File: config.mk
export PLATFORM = sky130hd
export DESIGN_NAME = ula_seq
export DESIGN_NICKNAME = d
export VERILOG_FILES = /design/src/rtl/ula_seq_pkg.sv /design/src/rtl/rr_arb2.sv /design/src/rtl/ula_seq.sv
export SDC_FILE = /design/constraint.sdc
export NUM_CORES = 1
export LEC_CHECK = 0
export ABC_CLOCK_PERIOD_IN_PS = 5500
export CORE_ASPECT_RATIO = 1.2
export CORE_MARGIN = 10
export CORE_UTILIZATION = 44
export CTS_CLUSTER_SIZE = 40
export DETAILED_ROUTE_END_ITERATION = 10
export GPL_TIMING_DRIVEN = 0
export PLACE_DENSITY = 0.92
export RECOVER_POWER = 50
export SYNTH_ARGS = -nofsm -noshare
export SYNTH_HDL_FRONTEND = slang
export SYNTH_HIERARCHICAL = 1
export SYNTH_SLANG_ARGS = --single-unit
File: constraint.sdc
create_clock -name clk -period 5.5 [get_ports clk]
set_clock_uncertainty 0.1 [all_clocks]
set_input_delay 0.55 -clock clk [delete_from_list [all_inputs] [get_ports clk]]
set_output_delay 0.55 -clock clk [all_outputs]
set_load 0.1 [all_outputs]
File: src/rtl/ula_seq_pkg.sv
// ula_seq_pkg: shared types and constants for the ULA sequencer.
//   state_t    - sequencer FSM states (IDLE, EXEC, RESP)
//   FLG_*      - bit positions of O/C/S/Z inside a 4-bit flag word
//   OP_W       - ULA opcode width
//   pack_flags - assembles {O,C,S,Z} from the individual ULA flag lines
package ula_seq_pkg;

    typedef enum logic [1:0] {
        IDLE = 2'd0,
        EXEC = 2'd1,
        RESP = 2'd2
    } state_t;

    localparam int FLG_O = 3;
    localparam int FLG_C = 2;
    localparam int FLG_S = 1;
    localparam int FLG_Z = 0;
    localparam int NFLG  = 4;
    localparam int OP_W  = 5;

    function automatic logic [NFLG-1:0] pack_flags(input logic o, input logic c,
                                                   input logic s, input logic z);
        logic [NFLG-1:0] f;
        f        = '0;
        f[FLG_O] = o;
        f[FLG_C] = c;
        f[FLG_S] = s;
        f[FLG_Z] = z;
        return f;
    endfunction

endpackage

File: src/rtl/rr_arb2.sv
// rr_arb2: two-input round-robin arbiter.
//   clk, rst  - clock, async active-high reset
//   req[1:0]  - request lines
//   advance   - commit the current grant (updates last-grant pointer)
//   grant     - one-hot grant, combinational from req and pointer
// The pointer remembers the last winner; on a tie the other input wins.
// It resets to 1 so input 0 wins the first tie.
module rr_arb2 (
    input  logic       clk,
    input  logic       rst,
    input  logic [1:0] req,
    input  logic       advance,
    output logic [1:0] grant
);

    logic last;

    always_comb begin
        grant = 2'b00;
        case (req)
            2'b01:   grant = 2'b01;
            2'b10:   grant = 2'b10;
            2'b11:   grant = last ? 2'b01 : 2'b10;
            default: grant = 2'b00;
        endcase
    end

    always_ff @(posedge clk or posedge rst) begin
        if (rst)
            last <= 1'b1;
        else if (advance && (|grant))
            last <= grant[1];
    end

endmodule

File: src/rtl/ula_seq.sv
// ula_seq: shares one combinational ULA between two requesters.
//   clk, rst                 - clock, async active-high reset
//   req{0,1}_valid/ready     - request handshake (ready is combinational, IDLE only)
//   req{0,1}_a/b/op/setf     - operands, opcode, flag-register update enable
//   ula_a/b/op               - operand registers driven to the external ULA
//   ula_resu, ula_o/c/s/z    - ULA result and flags (combinational)
//   rsp_valid/ready          - response handshake
//   rsp_id/data/flags        - requester id, registered result, {O,C,S,Z}
//   flags                    - architectural flag register {O,C,S,Z}
// Flow: IDLE (grant+latch) -> EXEC (ULA evaluates, result captured) -> RESP
// (held until rsp_ready). One operation in flight at a time.
module ula_seq
    import ula_seq_pkg::*;
#(
    parameter int BITS = 16
) (
    input  logic            clk,
    input  logic            rst,
    input  logic            req0_valid,
    output logic            req0_ready,
    input  logic [BITS-1:0] req0_a,
    input  logic [BITS-1:0] req0_b,
    input  logic [OP_W-1:0] req0_op,
    input  logic            req0_setf,
    input  logic            req1_valid,
    output logic            req1_ready,
    input  logic [BITS-1:0] req1_a,
    input  logic [BITS-1:0] req1_b,
    input  logic [OP_W-1:0] req1_op,
    input  logic            req1_setf,
    output logic [BITS-1:0] ula_a,
    output logic [BITS-1:0] ula_b,
    output logic [OP_W-1:0] ula_op,
    input  logic [BITS-1:0] ula_resu,
    input  logic            ula_o,
    input  logic            ula_c,
    input  logic            ula_s,
    input  logic            ula_z,
    output logic            rsp_valid,
    input  logic            rsp_ready,
    output logic            rsp_id,
    output logic [BITS-1:0] rsp_data,
    output logic [NFLG-1:0] rsp_flags,
    output logic [NFLG-1:0] flags
);

    typedef struct packed {
        logic [BITS-1:0] a;
        logic [BITS-1:0] b;
        logic [OP_W-1:0] op;
        logic            setf;
    } req_t;

    state_t          state, state_nxt;
    req_t [1:0]      req_in;
    logic [1:0]      req_v;
    logic [1:0]      grant;
    logic            idle;
    logic            accept;
    req_t            opr;
    logic            opr_id;
    logic [NFLG-1:0] ula_flags;

    assign req_in[0] = '{a: req0_a, b: req0_b, op: req0_op, setf: req0_setf};
    assign req_in[1] = '{a: req1_a, b: req1_b, op: req1_op, setf: req1_setf};
    assign req_v     = {req1_valid, req0_valid};

    assign idle   = (state == IDLE);
    assign accept = idle && (|grant);

    // Pointer only moves when a grant is actually taken (IDLE).
    rr_arb2 u_arb (
        .clk     (clk),
        .rst     (rst),
        .req     (req_v),
        .advance (idle),
        .grant   (grant)
    );

    assign req0_ready = idle && grant[0];
    assign req1_ready = idle && grant[1];

    always_ff @(posedge clk or posedge rst) begin
        if (rst)
            state <= IDLE;
        else
            state <= state_nxt;
    end

    always_comb begin
        state_nxt = state;
        case (state)
            IDLE:    if (accept) state_nxt = EXEC;
            EXEC:    state_nxt = RESP;
            RESP:    if (rsp_ready) state_nxt = IDLE;
            default: state_nxt = IDLE;
        endcase
    end

    // Operand registers feed the ULA continuously and keep their value while idle.
    always_ff @(posedge clk or posedge rst) begin
        if (rst) begin
            opr    <= '0;
            opr_id <= 1'b0;
        end else if (accept) begin
            opr    <= grant[1] ? req_in[1] : req_in[0];
            opr_id <= grant[1];
        end
    end

    assign ula_a  = opr.a;
    assign ula_b  = opr.b;
    assign ula_op = opr.op;

    assign ula_flags = pack_flags(ula_o, ula_c, ula_s, ula_z);

    // Result capture at the end of the single EXEC cycle.
    always_ff @(posedge clk or posedge rst) begin
        if (rst) begin
            rsp_data  <= '0;
            rsp_flags <= '0;
            rsp_id    <= 1'b0;
            flags     <= '0;
        end else if (state == EXEC) begin
            rsp_data  <= ula_resu;
            rsp_flags <= ula_flags;
            rsp_id    <= opr_id;
            if (opr.setf)
                flags <= ula_flags;
        end
    end

    assign rsp_valid = (state == RESP);

endmodule

==> results of run 1 <==
[worst max-delay path by stage]
| stage | slack (ns) | cells after the start | end | from |
|---|---|---|---|---|
| 2_1_floorplan | 2.87 | 4 | req1_ready | req1_valid |
| 3_3_place_gp | 1.64 | 6 | req1_ready | req1_valid |
| 3_5_place_dp | 1.63 | 6 | req1_ready | req1_valid |
| 4_1_cts | 1.56 | 6 | req1_ready | req1_valid |
| 5_1_grt | 1.07 | 6 | req1_ready | req1_valid |
| 6_report | 1.28 | 6 | req1_ready | req1_valid |
[critical path, stage by stage]
cell and delay, ns:
dlygate4sd3_1 0.56, a21boi_0 0.41, clkbuf_1 0.48, buf_6 0.23, and2_1 0.17, clkdlybuf4s50_1 1.17
[cell families (layout without fill, tap and decap cells)]
family / count (synthesis) / count (layout) / share of synthesized area (%)
buf+inv: 52 / 233 / 11.23
compound gates: 7 / 7 / 1.437
mux: 101 / 101 / 35.39
flops: 67 / 67 / 50.70
simple gates: 6 / 6 / 1.248
[cell type report]
cell class / instances / area [sq um] / share of cell area (%)
Tap cell: 90 / 112.6 / 2.148
Clock inverter: 6 / 57.56 / 1.098
Multi-Input combinational cell: 114 / 1260 / 24.04
Inverter: 5 / 18.77 / 0.3581
Buffer: 47 / 335.3 / 6.398
Sequential cell: 67 / 1678 / 32.01
Timing Repair Buffer: 166 / 1655 / 31.58
Clock buffer: 9 / 123.9 / 2.363
[cells in the final DEF, fill, tap and decap left out, types with 4 or more instances in the layout]
| cell | instances |
|---|---|
| inv_1 | 5 |
| clkdlybuf4s50_1 | 163 |
| clkinv_2 | 4 |
| mux2_2 | 91 |
| clkbuf_1 | 5 |
| clkbuf_8 | 9 |
| mux2_4 | 9 |
| buf_2 | 4 |
| buf_4 | 37 |
| dfrtp_1 | 66 |
[stage by stage]
stage	utilization (%)	std cells	instance area [sq um]
final	72.05	504	5241
after floorplan	-	233	3309
after global placement	69.75	488	5074
after detailed placement	70.02	489	5094
after CTS	72.51	504	5275
after global routing	72.05	504	5241
[per-layer routing]
metal | vias to the layer above | part of all wire, %
li1 | 1126 | -
met1 | 1170 | 35
met2 | 97 | 55
met3 | 8 | 9.4
met4 | 0 | 0.89
met5 | - | 0
[flip-flops by register name (all words and copies together), names as in the netlist]
signal,count
rsp_id,1
opr_id,1
u_arb/last,1
rsp_data,16
opr,1
state,2
ula_a,16
ula_op,5
ula_b,16
flags,4
rsp_flags,4
==> results.sh, run 1 <==
export IMPL_n_fill_cell=515
export IMPL_layout_drive_gt1_share_pct=38.89
export IMPL_ys_seq_area_share_pct=50.70
export IMPL_port_buffers=165
export IMPL_areaGrowthSynthToFinish_pct=58.37
export IMPL_grt_busiest_layer="met2"
export IMPL_violations="capacitance limit, slew limit"
export IMPL_hp_start="opr_id"
export IMPL_ioPinCount=166
export IMPL_wl_um=8942
export IMPL_rows=34
export IMPL_cts_buffer_depth=2
export IMPL_cp_arrival_ns=3.57
export IMPL_synth_top_area_cell="dfrtp_1"
export IMPL_cts_made_buffers=9
export IMPL_timing_rr_end="ula_b[1]"
export IMPL_die_area_sq_mm=0.01141
export IMPL_die_x_um=99.17
export IMPL_worst_pin_slew_ns=1.543
export IMPL_via_per_inst=4.764
export IMPL_antenna_found_initial=0
export IMPL_tns_ns=0
export IMPL_synth_common_cells="mux2_2 (91), dfrtp_1 (66), buf_4 (37), mux2_4 (9), buf_2 (6)"
export IMPL_hp_class="flop to flop"
export IMPL_slew_headroom_pct=-2.994
export IMPL_coreArea_sq_mm=0.007274
export IMPL_endpoint_kind="output port"
export IMPL_grt_pass1_vias=2719
export IMPL_grt_pass1_wl_um=14280
export IMPL_clk_latency_ns=0.32
export IMPL_worstSetupStartpointType="input pin"
export IMPL_drc=0
export IMPL_dp_hpwl_um=7384
export IMPL_cp_max_fo=10
export IMPL_setup_viol=0
export IMPL_post_cts_buffers=0
export IMPL_ys_ff_latch=67
export IMPL_status="complete, but fails checks"
export IMPL_min_path_cells=1
export IMPL_cts_hold_buf=0
export IMPL_synth_area_sq_mm=0.003309
export IMPL_h_tree_depth=3
export IMPL_grt_start_max_net_pins=43
export IMPL_critPathKind="input pin to output port"
export IMPL_grt_overflow=0
export IMPL_dr_pass1_iters=4
export IMPL_fin_ws_ns=1.276
export IMPL_cts_tree="yes"
export IMPL_vias=2401
export IMPL_nets=511
export IMPL_async_flop_share_pct=100.0
export IMPL_synthCells=233
export IMPL_met1_usage_pct=14.94
export IMPL_post_synth_top_count_cell="mux2_2"
export IMPL_syn_nets=334
export IMPL_gr_usage_met3_pct=7.623
export IMPL_cap_violations=1
export IMPL_period_share_pct=76.80
export IMPL_clkSinkCount=67
export IMPL_synth_edff_count=0
export IMPL_cts_clk_slew_worst_paths_ns=0.06
export IMPL_avgSynthCellArea_sq_um=14.20
export IMPL_rsz0062_at_grt="no"
export IMPL_drv_slew=43
export IMPL_synth_area_top_cells="dfrtp_1 (50%), mux2_2 (31%), buf_4 (8.4%), mux2_4 (4.1%), buf_6 (1.4%)"
export IMPL_worstReg2RegStart="u_arb/last"
export IMPL_synth_top_cell_area_share_pct=49.91
export IMPL_diodes=0
export IMPL_postCtsResizedCells=0
export IMPL_grt_util_met2_pct=29.70
export IMPL_dp_slack_ns=1.633
export IMPL_hold_ws_ns=0.3835
export IMPL_required_ns=4.85
export IMPL_initial_core_util_pct=45.49
export IMPL_yosysWarnings=6
export IMPL_gp_routability_congestion=0.6930
export IMPL_drt_initial_drc_count=29
export IMPL_drtAntennaViolNets=0
export IMPL_r2r_cells=5
export IMPL_period_needed_ns=4.224
export IMPL_cts_root_buf="clkbuf_8"
export IMPL_die_height_um=115.0
export IMPL_max_freq_mhz=236.7
export IMPL_hold_end="opr_id"
export IMPL_synth_cell_types=21
export IMPL_post_drt_wl_per_cell_um=17.74
export IMPL_regToRegSetupSlack_ns=3.18
export IMPL_grt_usage_pct=15.76
export IMPL_synth_ff_type="dfrtp_1"
export IMPL_hold_viol=0
Power of run 1 is not shown: default switching activity piles up to over one toggle a cycle in this logic, so the estimate is an artifact.
==> inputs of run 2 (changes only) <==
--- a/config.mk
+++ b/config.mk
@@ -5,14 +5,14 @@
 export SDC_FILE = /design/constraint.sdc
 export NUM_CORES = 1
 export LEC_CHECK = 0
-export ABC_CLOCK_PERIOD_IN_PS = 5500
+export ABC_CLOCK_PERIOD_IN_PS = 4300
 export CORE_ASPECT_RATIO = 1.2
 export CORE_MARGIN = 10
-export CORE_UTILIZATION = 44
+export CORE_UTILIZATION = 40
 export CTS_CLUSTER_SIZE = 40
 export DETAILED_ROUTE_END_ITERATION = 10
 export GPL_TIMING_DRIVEN = 0
-export PLACE_DENSITY = 0.92
+export PLACE_DENSITY = 0.85
 export RECOVER_POWER = 50
 export SYNTH_ARGS = -nofsm -noshare
 export SYNTH_HDL_FRONTEND = slang
==> constraint.sdc (replaced) <==
create_clock -name clk -period 4.3 [get_ports clk]
set_clock_uncertainty 0.1 [all_clocks]
set_input_delay 0.43 -clock clk [delete_from_list [all_inputs] [get_ports clk]]
set_output_delay 0.43 -clock clk [all_outputs]
set_load 0.1 [all_outputs]
==> results.sh, run 2 (synthesis results as in run 1) <==
export IMPL_crit_path_end="req1_ready"
export IMPL_initial_core_util_pct=40.82
export IMPL_cp_arrival_ns=3.22
export IMPL_crit_start="req1_valid"
export IMPL_clk_latency_ns=0.33
export IMPL_cts_hold_buf=0
export IMPL_cts_clk_slew_worst_paths_ns=0.07
export IMPL_cts_tree="yes"
export IMPL_port_buffers=165
export IMPL_slew_headroom_pct=-18.97
export IMPL_hp_class="flop to flop"
export IMPL_worstReg2RegStart="u_arb/last"
export IMPL_h_tree_depth=3
export IMPL_grt_busiest_layer="met2"
export IMPL_drv_slew=35
export IMPL_post_drt_wl_per_cell_um=16.57
export IMPL_die_x_um=103.0
export IMPL_grt_usage_pct=13.87
export IMPL_dr_pass1_iters=4
export IMPL_grt_start_max_net_pins=35
export IMPL_vias=2354
export IMPL_required_ns=3.77
export IMPL_die_height_um=119.6
export IMPL_grt_util_met2_pct=23.30
export IMPL_die_area_sq_mm=0.01233
export IMPL_drc=0
export IMPL_setup_viol=0
export IMPL_met1_usage_pct=14.61
export IMPL_nets=511
export IMPL_postCtsResizedCells=0
export IMPL_drt_initial_drc_count=67
export IMPL_cap_violations=1
export IMPL_rows=36
export IMPL_areaGrowthSynthToFinish_pct=60.60
export IMPL_max_freq_mhz=266.8
export IMPL_worst_pin_slew_ns=1.785
export IMPL_diodes=0
export IMPL_drtAntennaViolNets=0
export IMPL_n_fill_cell=627
export IMPL_cp_max_fo=10
export IMPL_violations="capacitance limit, slew limit"
export IMPL_worstSetupStartpointType="input pin"
export IMPL_post_cts_buffers=0
export IMPL_hold_viol=0
export IMPL_cts_root_buf="clkbuf_8"
export IMPL_tns_ns=0
export IMPL_period_share_pct=87.16
export IMPL_antenna_found_initial=0
export IMPL_gr_usage_met3_pct=6.946
export IMPL_timing_rr_end="ula_b[0]"
export IMPL_layout_drive_gt1_share_pct=39.04
export IMPL_cts_buffer_depth=2
export IMPL_min_path_cells=1
export IMPL_gp_routability_congestion=0.6955
export IMPL_endpoint_kind="output port"
export IMPL_period_needed_ns=3.748
export IMPL_cts_made_buffers=9
export IMPL_rsz0062_at_grt="no"
export IMPL_r2r_cells=5
export IMPL_ioPinCount=166
export IMPL_layout_commonest_cell="clkdlybuf4s50_1"
export IMPL_regToRegSetupSlack_ns=1.95
export IMPL_wl_um=8453
export IMPL_critPathKind="input pin to output port"
export IMPL_grt_pass1_wl_um=13620
export IMPL_via_per_inst=4.616
export IMPL_grt_pass1_vias=2705
export IMPL_status="complete, but fails checks"
export IMPL_dp_hpwl_um=6889
export IMPL_coreArea_sq_mm=0.008108
export IMPL_final_cell_mix="clkdlybuf4s50_1 (163), mux2_2 (91), dfrtp_1 (66)"
export IMPL_grt_overflow=0
export IMPL_clkSinkCount=67
## run 2: worst min-delay path by stage
stage,startpoint,end
after floorplan,rst,u_arb/last
after global placement,opr_id,opr_id
after detailed placement,opr_id,opr_id
after CTS,rst,u_arb/last
after global routing,opr_id,opr_id
final,opr_id,opr_id
## run 2: layout make-up
type	count	area [sq um]	share of cell area, %
clock inverter	6	111.4	2.095
inverter	5	18.77	0.3531
buffer	47	342.8	6.450
multi-input combinational	114	1252	23.56
clock buffer	10	137.6	2.589
tap	95	118.9	2.236
timing repair buffer	166	1655	31.14
sequential	67	1678	31.57
## run 2: critical path, stage by stage
cell	delay, ns
dlygate4sd3_1	0.58
a21boi_0	0.45
buf_6	0.23
buf_6	0.16
and2_1	0.18
clkdlybuf4s50_1	1.18
## run 2: metal layers
metal / routed length (um) / part of all wire (%)
met1: 3092 / 37
met2: 4212 / 50
met3: 1057 / 13
met4: 90 / 1.1
met5: 0 / 0
## run 2: stage by stage
step	instances	setup WS (ns)	cell area (sq um)	hold WS, ns	util [%]
2_1_floorplan	233	1.910	3309	0.2197	-
3_3_place_gp	493	0.6489	5080	0.3653	62.65
3_5_place_dp	494	0.6404	5100	0.3660	62.90
4_1_cts	510	0.6122	5349	0.3299	65.97
5_1_grt	510	0.4101	5315	0.4040	65.56
6_report	510	0.5519	5315	0.3790	65.56
Power of run 2 is left out for the same reason.
==> inputs of run 3 (changes only) <==
--- a/config.mk
+++ b/config.mk
@@ -13,7 +13,7 @@
 export DETAILED_ROUTE_END_ITERATION = 10
 export GPL_TIMING_DRIVEN = 0
 export PLACE_DENSITY = 0.85
-export RECOVER_POWER = 50
+export RECOVER_POWER = 100
 export SYNTH_ARGS = -nofsm -noshare
 export SYNTH_HDL_FRONTEND = slang
 export SYNTH_HIERARCHICAL = 1
==> results.sh, run 3 (synthesis results as in run 1) <==
export IMPL_worst_pin_slew_ns=1.794
export IMPL_fin_ws_ns=0.4919
export IMPL_rsz0062_at_grt="no"
export IMPL_dpl_cell_count=494
export IMPL_layout_commonest_cell="clkdlybuf4s50_1"
export IMPL_slowest_delay_ns=1.25
export IMPL_dp_slack_ns=0.6404
export IMPL_postCtsResizedCells=0
export IMPL_critical_path_top_delay_family="buffers and inverters"
export IMPL_gp_routability_congestion=0.6955
export IMPL_grt_start_max_net_pins=35
export IMPL_clkSinkCount=67
export IMPL_cts_hold_buf=0
export IMPL_cts_root_buf="clkbuf_8"
export IMPL_initial_core_util_pct=40.82
export IMPL_max_freq_mhz=262.6
export IMPL_violations="capacitance limit, slew limit"
export IMPL_min_path_cells=1
export IMPL_worstSetupStartpointType="input pin"
export IMPL_status="complete, but fails checks"
export IMPL_regToRegSetupSlack_ns=1.74
export IMPL_slew_headroom_pct=-19.61
export IMPL_tns_ns=0
export IMPL_cp_num_cells=6
export IMPL_via_per_inst=4.627
export IMPL_r2r_cells=5
export IMPL_crit_buf_inv=4
export IMPL_fin_cells=510
export IMPL_die_x_um=103.0
export IMPL_cp_arrival_ns=3.28
export IMPL_drtAntennaViolNets=0
export IMPL_cts_tree="yes"
export IMPL_layout_drive_gt1_share_pct=36.39
export IMPL_post_cts_buffers=0
export IMPL_post_drt_wl_per_cell_um=16.49
export IMPL_final_cell_mix="clkdlybuf4s50_1 (98), mux2_2 (91), dlygate4sd3_1 (67)"
export IMPL_coreArea_sq_mm=0.008108
export IMPL_cap_violations=1
export IMPL_h_tree_depth=3
export IMPL_drc=0
export IMPL_rows=36
export IMPL_hold_ws_ns=0.3789
export IMPL_hp_start="opr_id"
export IMPL_vias=2360
export IMPL_clk_latency_ns=0.33
export IMPL_cts_made_buffers=9
export IMPL_hold_viol=0
export IMPL_dp_hpwl_um=6889
export IMPL_required_ns=3.77
export IMPL_port_buffers=165
export IMPL_drt_initial_drc_count=53
export IMPL_crit_chain="dlygate4sd3_1, a21boi_0, buf_6, buf_6, and2_1, dlygate4sd3_1"
export IMPL_grt_pass1_vias=2705
export IMPL_grt_pass1_wl_um=13620
export IMPL_period_share_pct=88.56
export IMPL_hold_end="opr_id"
export IMPL_setup_viol=0
export IMPL_drv_slew=35
export IMPL_antenna_found_initial=0
export IMPL_cts_buffer_depth=2
export IMPL_critPathKind="input pin to output port"
export IMPL_endpoint_kind="output port"
export IMPL_wl_um=8409
export IMPL_cts_clk_slew_worst_paths_ns=0.07
export IMPL_hp_class="flop to flop"
export IMPL_grt_overflow=0
export IMPL_die_height_um=119.6
export IMPL_timing_rr_end="ula_op[2]"
export IMPL_grt_usage_pct=13.87
export IMPL_period_needed_ns=3.808
export IMPL_critical_path_slowest_cell="dlygate4sd3_1"
export IMPL_cp_max_fo=10
export IMPL_nets=511
export IMPL_worstReg2RegStart="u_arb/last"
export IMPL_areaGrowthSynthToFinish_pct=59.40
export IMPL_die_area_sq_mm=0.01233
export IMPL_dr_pass1_iters=4
export IMPL_diodes=0
export IMPL_ioPinCount=166
[run 3: cell types whose count changed in the layout (fill, tap and decap cells not counted), sizes merged]
cell / delta
clkdlybuf4s50: -65
dlygate4sd3: +65
buf: -3
clkbuf: +3
[run 3: worst max-delay path by stage]
stage	end	slack, ns	from
detailed placement	req1_ready	0.64	req1_valid
CTS	req1_ready	0.61	req1_valid
global placement	req1_ready	0.65	req1_valid
global route	req1_ready	0.33	req1_valid
floorplan	req1_ready	1.91	req1_valid
finish	req1_ready	0.49	req1_valid
[run 3: final cells by class]
| class | count | area [sq um] |
|---|---|---|
| clock inverters | 6 | 111.4 |
| multi-input cells | 114 | 1222 |
| fillers | 630 | 2833 |
| plain buffers | 47 | 332.8 |
| flip-flops and latches | 67 | 1678 |
| clock buffers | 10 | 137.6 |
| repair buffers | 166 | 1655 |
| well taps | 95 | 118.9 |
| inverters | 5 | 18.77 |
[run 3: metrics by stage]
stage,util (%),instance area (sq um)
after floorplan,-,3309
after global placement,62.65,5080
after detailed placement,62.90,5100
after CTS,65.97,5349
after global routing,65.06,5275
final,65.06,5275
[run 3: layer usage]
metal,vias up,routed length [um],global-route usage [%]
met5,-,0,0
met4,0,90,4.704
met3,8,1058,6.946
met2,106,4209,23.30
met1,1119,3050,14.61
li1,1127,-,-
Power of run 3 is left out for the same reason.
